[src/rtl/flopens_pipe.sv]
// flopens_pipe: elastic pipeline of DEPTH enable flops with per-stage valid
// bits and ready/valid handshakes. Bubbles collapse: a stage loads whenever it
// is empty or its occupant moves on in the same cycle.
module flopens_pipe #(
    parameter int unsigned     WIDTH          = 8,
    parameter int unsigned     DEPTH          = 2,
    parameter logic [WIDTH-1:0] INIT          = '0,
    parameter bit              CLEAR_ON_FLUSH = 1'b0
) (
    input  logic                         clk,
    input  logic                         reset,
    input  logic                         flush,
    input  logic                         in_valid,
    output logic                         in_ready,
    input  logic [WIDTH-1:0]             in_data,
    output logic                         out_valid,
    input  logic                         out_ready,
    output logic [WIDTH-1:0]             out_data,
    output logic [$clog2(DEPTH+1)-1:0]   count
);

    localparam int unsigned CW = $clog2(DEPTH + 1);

    logic [DEPTH-1:0] valid;
    logic [DEPTH-1:0] adv;
    logic [DEPTH-1:0] src_valid;
    logic [WIDTH-1:0] data     [DEPTH];
    logic [WIDTH-1:0] src_data [DEPTH];
    logic             in_fire;
    logic             out_fire;

    // Advance chain: a stage may load if it, or any stage closer to the output,
    // is empty, or the consumer is taking the last stage. Built as a running
    // OR from the output side so no vector feeds back into itself.
    always_comb begin
        logic        run;
        int unsigned idx;
        adv = '0;
        run = out_ready | ~valid[DEPTH-1];
        adv[DEPTH-1] = run;
        for (int unsigned i = 1; i < DEPTH; i++) begin
            idx      = DEPTH - 1 - i;
            run      = run | ~valid[idx];
            adv[idx] = run;
        end
    end

    // Source of each stage: the producer for stage 0, the previous stage otherwise.
    always_comb begin
        src_valid    = '0;
        src_valid[0] = in_valid;
        src_data[0]  = in_data;
        for (int unsigned i = 1; i < DEPTH; i++) begin
            src_valid[i] = valid[i-1];
            src_data[i]  = data[i-1];
        end
    end

    // Handshake outputs and transfer strobes.
    always_comb begin
        in_ready  = adv[0] & ~flush;
        out_valid = valid[DEPTH-1];
        out_data  = data[DEPTH-1];
        in_fire   = in_valid & in_ready;
        out_fire  = out_valid & out_ready;
    end

    // Stage registers and occupancy count: reset, then flush, then normal advance.
    always_ff @(posedge clk) begin
        if (reset) begin
            valid <= '0;
            count <= '0;
            for (int unsigned i = 0; i < DEPTH; i++) begin
                data[i] <= INIT;
            end
        end else if (flush) begin
            valid <= '0;
            count <= '0;
            if (CLEAR_ON_FLUSH) begin
                for (int unsigned i = 0; i < DEPTH; i++) begin
                    data[i] <= INIT;
                end
            end
        end else begin
            for (int unsigned i = 0; i < DEPTH; i++) begin
                if (adv[i]) begin
                    valid[i] <= src_valid[i];
                    // Payload only loads with a valid source to save toggling.
                    if (src_valid[i]) begin
                        data[i] <= src_data[i];
                    end
                end
            end
            count <= count + CW'(in_fire) - CW'(out_fire);
        end
    end

endmodule

[config.mk]
export PLATFORM = sky130hd
export DESIGN_NAME = flopens_pipe
export DESIGN_NICKNAME = d
export VERILOG_FILES = /design/src/rtl/flopens_pipe.sv
export SDC_FILE = /design/constraint.sdc
export NUM_CORES = 1
export LEC_CHECK = 0
export BUFFER_PORTS_ARGS = -buffer_cell sky130_fd_sc_hd__buf_2
export CELL_PAD_IN_SITES_DETAIL_PLACEMENT = 1
export CELL_PAD_IN_SITES_GLOBAL_PLACEMENT = 1
export CORE_AREA = 2 2 54 56
export DETAILED_ROUTE_END_ITERATION = 16
export DIE_AREA = 0 0 56 58
export PLACE_DENSITY = 0.7
export SLEW_MARGIN = 20
export SYNTH_ARGS = -nofsm -noshare
export SYNTH_HDL_FRONTEND = slang
export SYNTH_SLANG_ARGS = --single-unit
[constraint.sdc]
create_clock -name clk -period 1.4 [get_ports clk]
set_input_delay 0.21 -clock clk [delete_from_list [all_inputs] [get_ports clk]]
set_output_delay 0.21 -clock clk [all_outputs]
set_load 0.005 [all_outputs]
==> results.md <==
- Of all nets on the critical path, the largest fanout is 2.
- The total clock buffers created by CTS is 3.
- At the pin with the least slew margin, the transition time is 363 ps.
- After Yosys synthesis, and, or, nand and nor cells account for 25.6% of the synthesized area.
- The synthesized-area fraction occupied by ao, oa, aoi and oai cells is 2.56%.
- The final max-slew violation count is 0.
- TritonCTS built the clock tree.
- The fraction of final layout cells with drive strength greater than 1 is 58.3%.
- The via count of the first global-routing pass is 641.
- After detailed routing, the average wire length per cell comes to 14.5 µm.
- The die is 56 µm wide.
- The first routing iteration left 8 violations.
- The sequential cells in the finished layout cover a total of 563 µm².
- Setup repair after global routing could not meet its margin everywhere.
- Subtracting the final worst setup slack from the clock period gives 1460 ps.
- The vertical die dimension is 58 µm.
- The die area is 3250 µm².
- In this run the standard cell core region covers 2660 µm².
- The run finished, with violations left.
- The worst-case hold slack is 147 ps.
- Synthesis handed over a netlist of 72 instances.
- Yosys mapped a number of flops with a built-in enable equal to 16.
- The antenna cell count is 0.
- The final number of setup-violating endpoints is 1.
- On the worst path, the slowest cell contributes a delay of 340 ps.
- Data on the critical path arrives at its endpoint at 1250 ps.
- The number of antenna violations at the first check in global routing was 0.
- The top cell family by delay on the critical path is buffers and inverters.
- The maximum clock insertion buffer count is 2.
- The worst-case vdd ir drop is 0.552 mV.
- Global routing consumed, over all layers together, 12.0% of the routing resources.
- Wires add up to 1840 µm.
- The placed cell count is 121.
- In this run the count of I/O pins placed on the die edge is 25.
- Entering global routing, the biggest net connects 12 pins.
- STA puts the critical path data required time at 1190 ps.
- The final weighted congestion of routability-driven global placement is 0.663.
- The first detailed-routing pass took 3 iterations.
- The adder and majority cell fraction of the synthesized area is 2.44%.
- The Yosys step of the flow raised 0 warnings.
- Headroom to the max-slew limit came out at 75.8%.
- The number of failing hold endpoints at the final stage is 0.
- The residual antenna-violating net count after detailed routing is 0.
- The flop and latch count out of synthesis is 20.
- The share of the cycle needed by the critical path after routing is 104%.
- The post-detailed-route via-to-cell ratio is 4.88.
- The top cell types in the final layout, fill and taps aside, are buf_2 (24), edfxtp_1 (16), nor4b_2 (12).
- The final cell area excluding filler cells is 1250 µm².
- The synthesized netlist devotes 2.20% of its cell area to XOR and XNOR gates.
- After layout, the worst setup slack is -60.7 ps.
- The signal on the critical path passes through buf_6 > and3b_2 > buf_6 > nor2_2 > buf_2.
- The number of placement rows is 19.
- The detailed placement HPWL is 1270 µm.
- The remaining global-route overflow is 0.
- The predominant post-synthesis flop cell is edfxtp_1.
- In this run, distinct cell masters in the synthesized netlist total 22.
- The maximum clock frequency is 685 MHz.
- The checks that failed: setup timing.
- The final route contains 620 vias.
- The number of maximum-capacitance violations is 0.
- The setup TNS is -60.7 ps.
- The critical path contains buffers and inverters numbering 3 combined.
- The final-layout fill cell count is 297.
- The worst hold path belongs to the class input pin to flop.
- For this configuration, the core starts out at a cell density of 38.5%.
- The residual DRC count is 0.
- After synthesis, the share of cell area in mux cells is 0%.
- The post-layout instance count excluding filler cells is 127.
- The synthesized net count is 87.
- The area of placed instances is 1130 µm².
- The maximum level of the CTS H-tree is 1.
- The netlist area before placement is 1030 µm².
- Clock-pin slew was measured on the worst setup and hold paths at 110 ps.
- The relative area change from synthesis to final layout is 22.1%.
- The combined area of the multi-input logic cells is 398 µm².
- The dominant combinational cell family by area after synthesis is simple AND/OR/NAND/NOR gates.
- The global-route wire length before repair is 2990 µm.
- The average instance in the mapped netlist occupies 14.2 µm².
- Summed over all cells, the static leakage comes to 0.498 nW.
- The critical path class is flop to primary output.
- The later-pin clock latency in the skew report is 300 ps.
- The number of sinks driven by the clock tree is 20.
- The net count of the finished layout is 112.
- The power per standard cell area is 877 nW/µm².
- The proportion of synthesized flip-flops having asynchronous set or reset is 0%.
- CTS placed an instance of clkbuf_4 at the clock tree root.
- The sequential element share of the synthesized area is 54.6%.
- OpenSTA, run right after detailed placement, puts the worst setup slack at 2.24 ps.
- The worst clock skew on the final layout is 0.695 ps.
- The highest-delay cell along the critical path is dfxtp_2.
- The library cell used most frequently in the layout, excluding fill and tap cells, is buf_2.
- STA classifies the critical path endpoint as a primary output.
- The worst setup path is launched from a flop.
- The critical path's most frequent cell is buf_6.
- The count of input and output buffers is 24.
cell families (layout without fill, tap and decap cells):
| family | count (synthesis) | count (layout) |
|---|---|---|
| xor+xnor | 1 | 1 |
| compound gates | 4 | 4 |
| fa+ha+maj | 2 | 2 |
| simple gates | 27 | 27 |
| flops | 20 | 20 |
| buf+inv | 18 | 42 |
Yosys cell counts (all sizes together) (2+ instances only):
| master | n | area, µm² |
|---|---|---|
| inv | 5 | 18.8 |
| buf | 13 | 110 |
| edfxtp | 16 | 480 |
| a21oi | 2 | 10.0 |
| dfxtp | 4 | 80.1 |
| nor4b | 16 | 203 |
| nor2 | 4 | 15.0 |
| ha | 2 | 25.0 |
metrics by stage:
| stage | total power (W) | utilization, % |
|---|---|---|
| after floorplan | 0.000781 | - |
| after global placement | 0.000814 | 42.3 |
| after detailed placement | 0.000819 | 42.3 |
| after CTS | 0.00110 | 44.9 |
| after global routing | 0.00116 | 47.0 |
| final | 0.00110 | 47.0 |
sequential cells by signal, indices dropped and copies added (netlist names):
signal  cells
data       16
count       2
valid       2
routing by layer:
metal  track usage [%]  vias up  wire length, µm
li1                  -      306                -
met4              5.10        0               25
met2              21.2       15              966
met5                 0        -                0
met1              14.5      295              772
met3              2.23        4               77
what timing repair did:
action | 4_1_cts | 5_1_grt
gates resized for setup | 4 | 10
setup endpoints to repair | 1 | 7
pin swaps | 1 | 3
hold buffers | 0 | 0
buffers inserted | 2 | 0
report_power, final:
group	leakage (nW)	internal [W]	switching (W)	total [W]
Sequential	0.202	0.000675	0.00000802	0.000683
Clock	0.0154	0.000104	0.000174	0.000278
Combinational	0.281	0.0000686	0.0000692	0.000138
Total	0.498	0.000847	0.000252	0.00110
final cells by class:
type / instances / share of cell area, %
Sequential cell: 20 / 45.0
Multi-Input combinational cell: 34 / 31.8
Timing Repair Buffer: 33 / 16.6
Tap cell: 31 / 3.10
Clock buffer: 3 / 1.80
Inverter: 5 / 1.50
Clock inverter: 1 / 0.300
worst reg2reg max path, cell delays in order, from the launching register on:
cell      delay, ps
dfxtp_2         360
nand3b_1        120
nand2_1          70
ha_1            270
inv_1            40
ha_1            170
xnor3_1         200
nor2_1           40
worst paths after layout:
kind / start / endpoint / slack [ps] / cells past startpoint
setup / recovery: valid[0] / in_ready / -60 / 5
hold / removal: in_valid / valid[0] / 150 / 3
setup reg to reg: valid[1] / count[1] / 40 / 7
hold reg to reg: valid[1] / valid[1] / 550 / 2
Note: power is estimated with default switching activity, not from simulation.
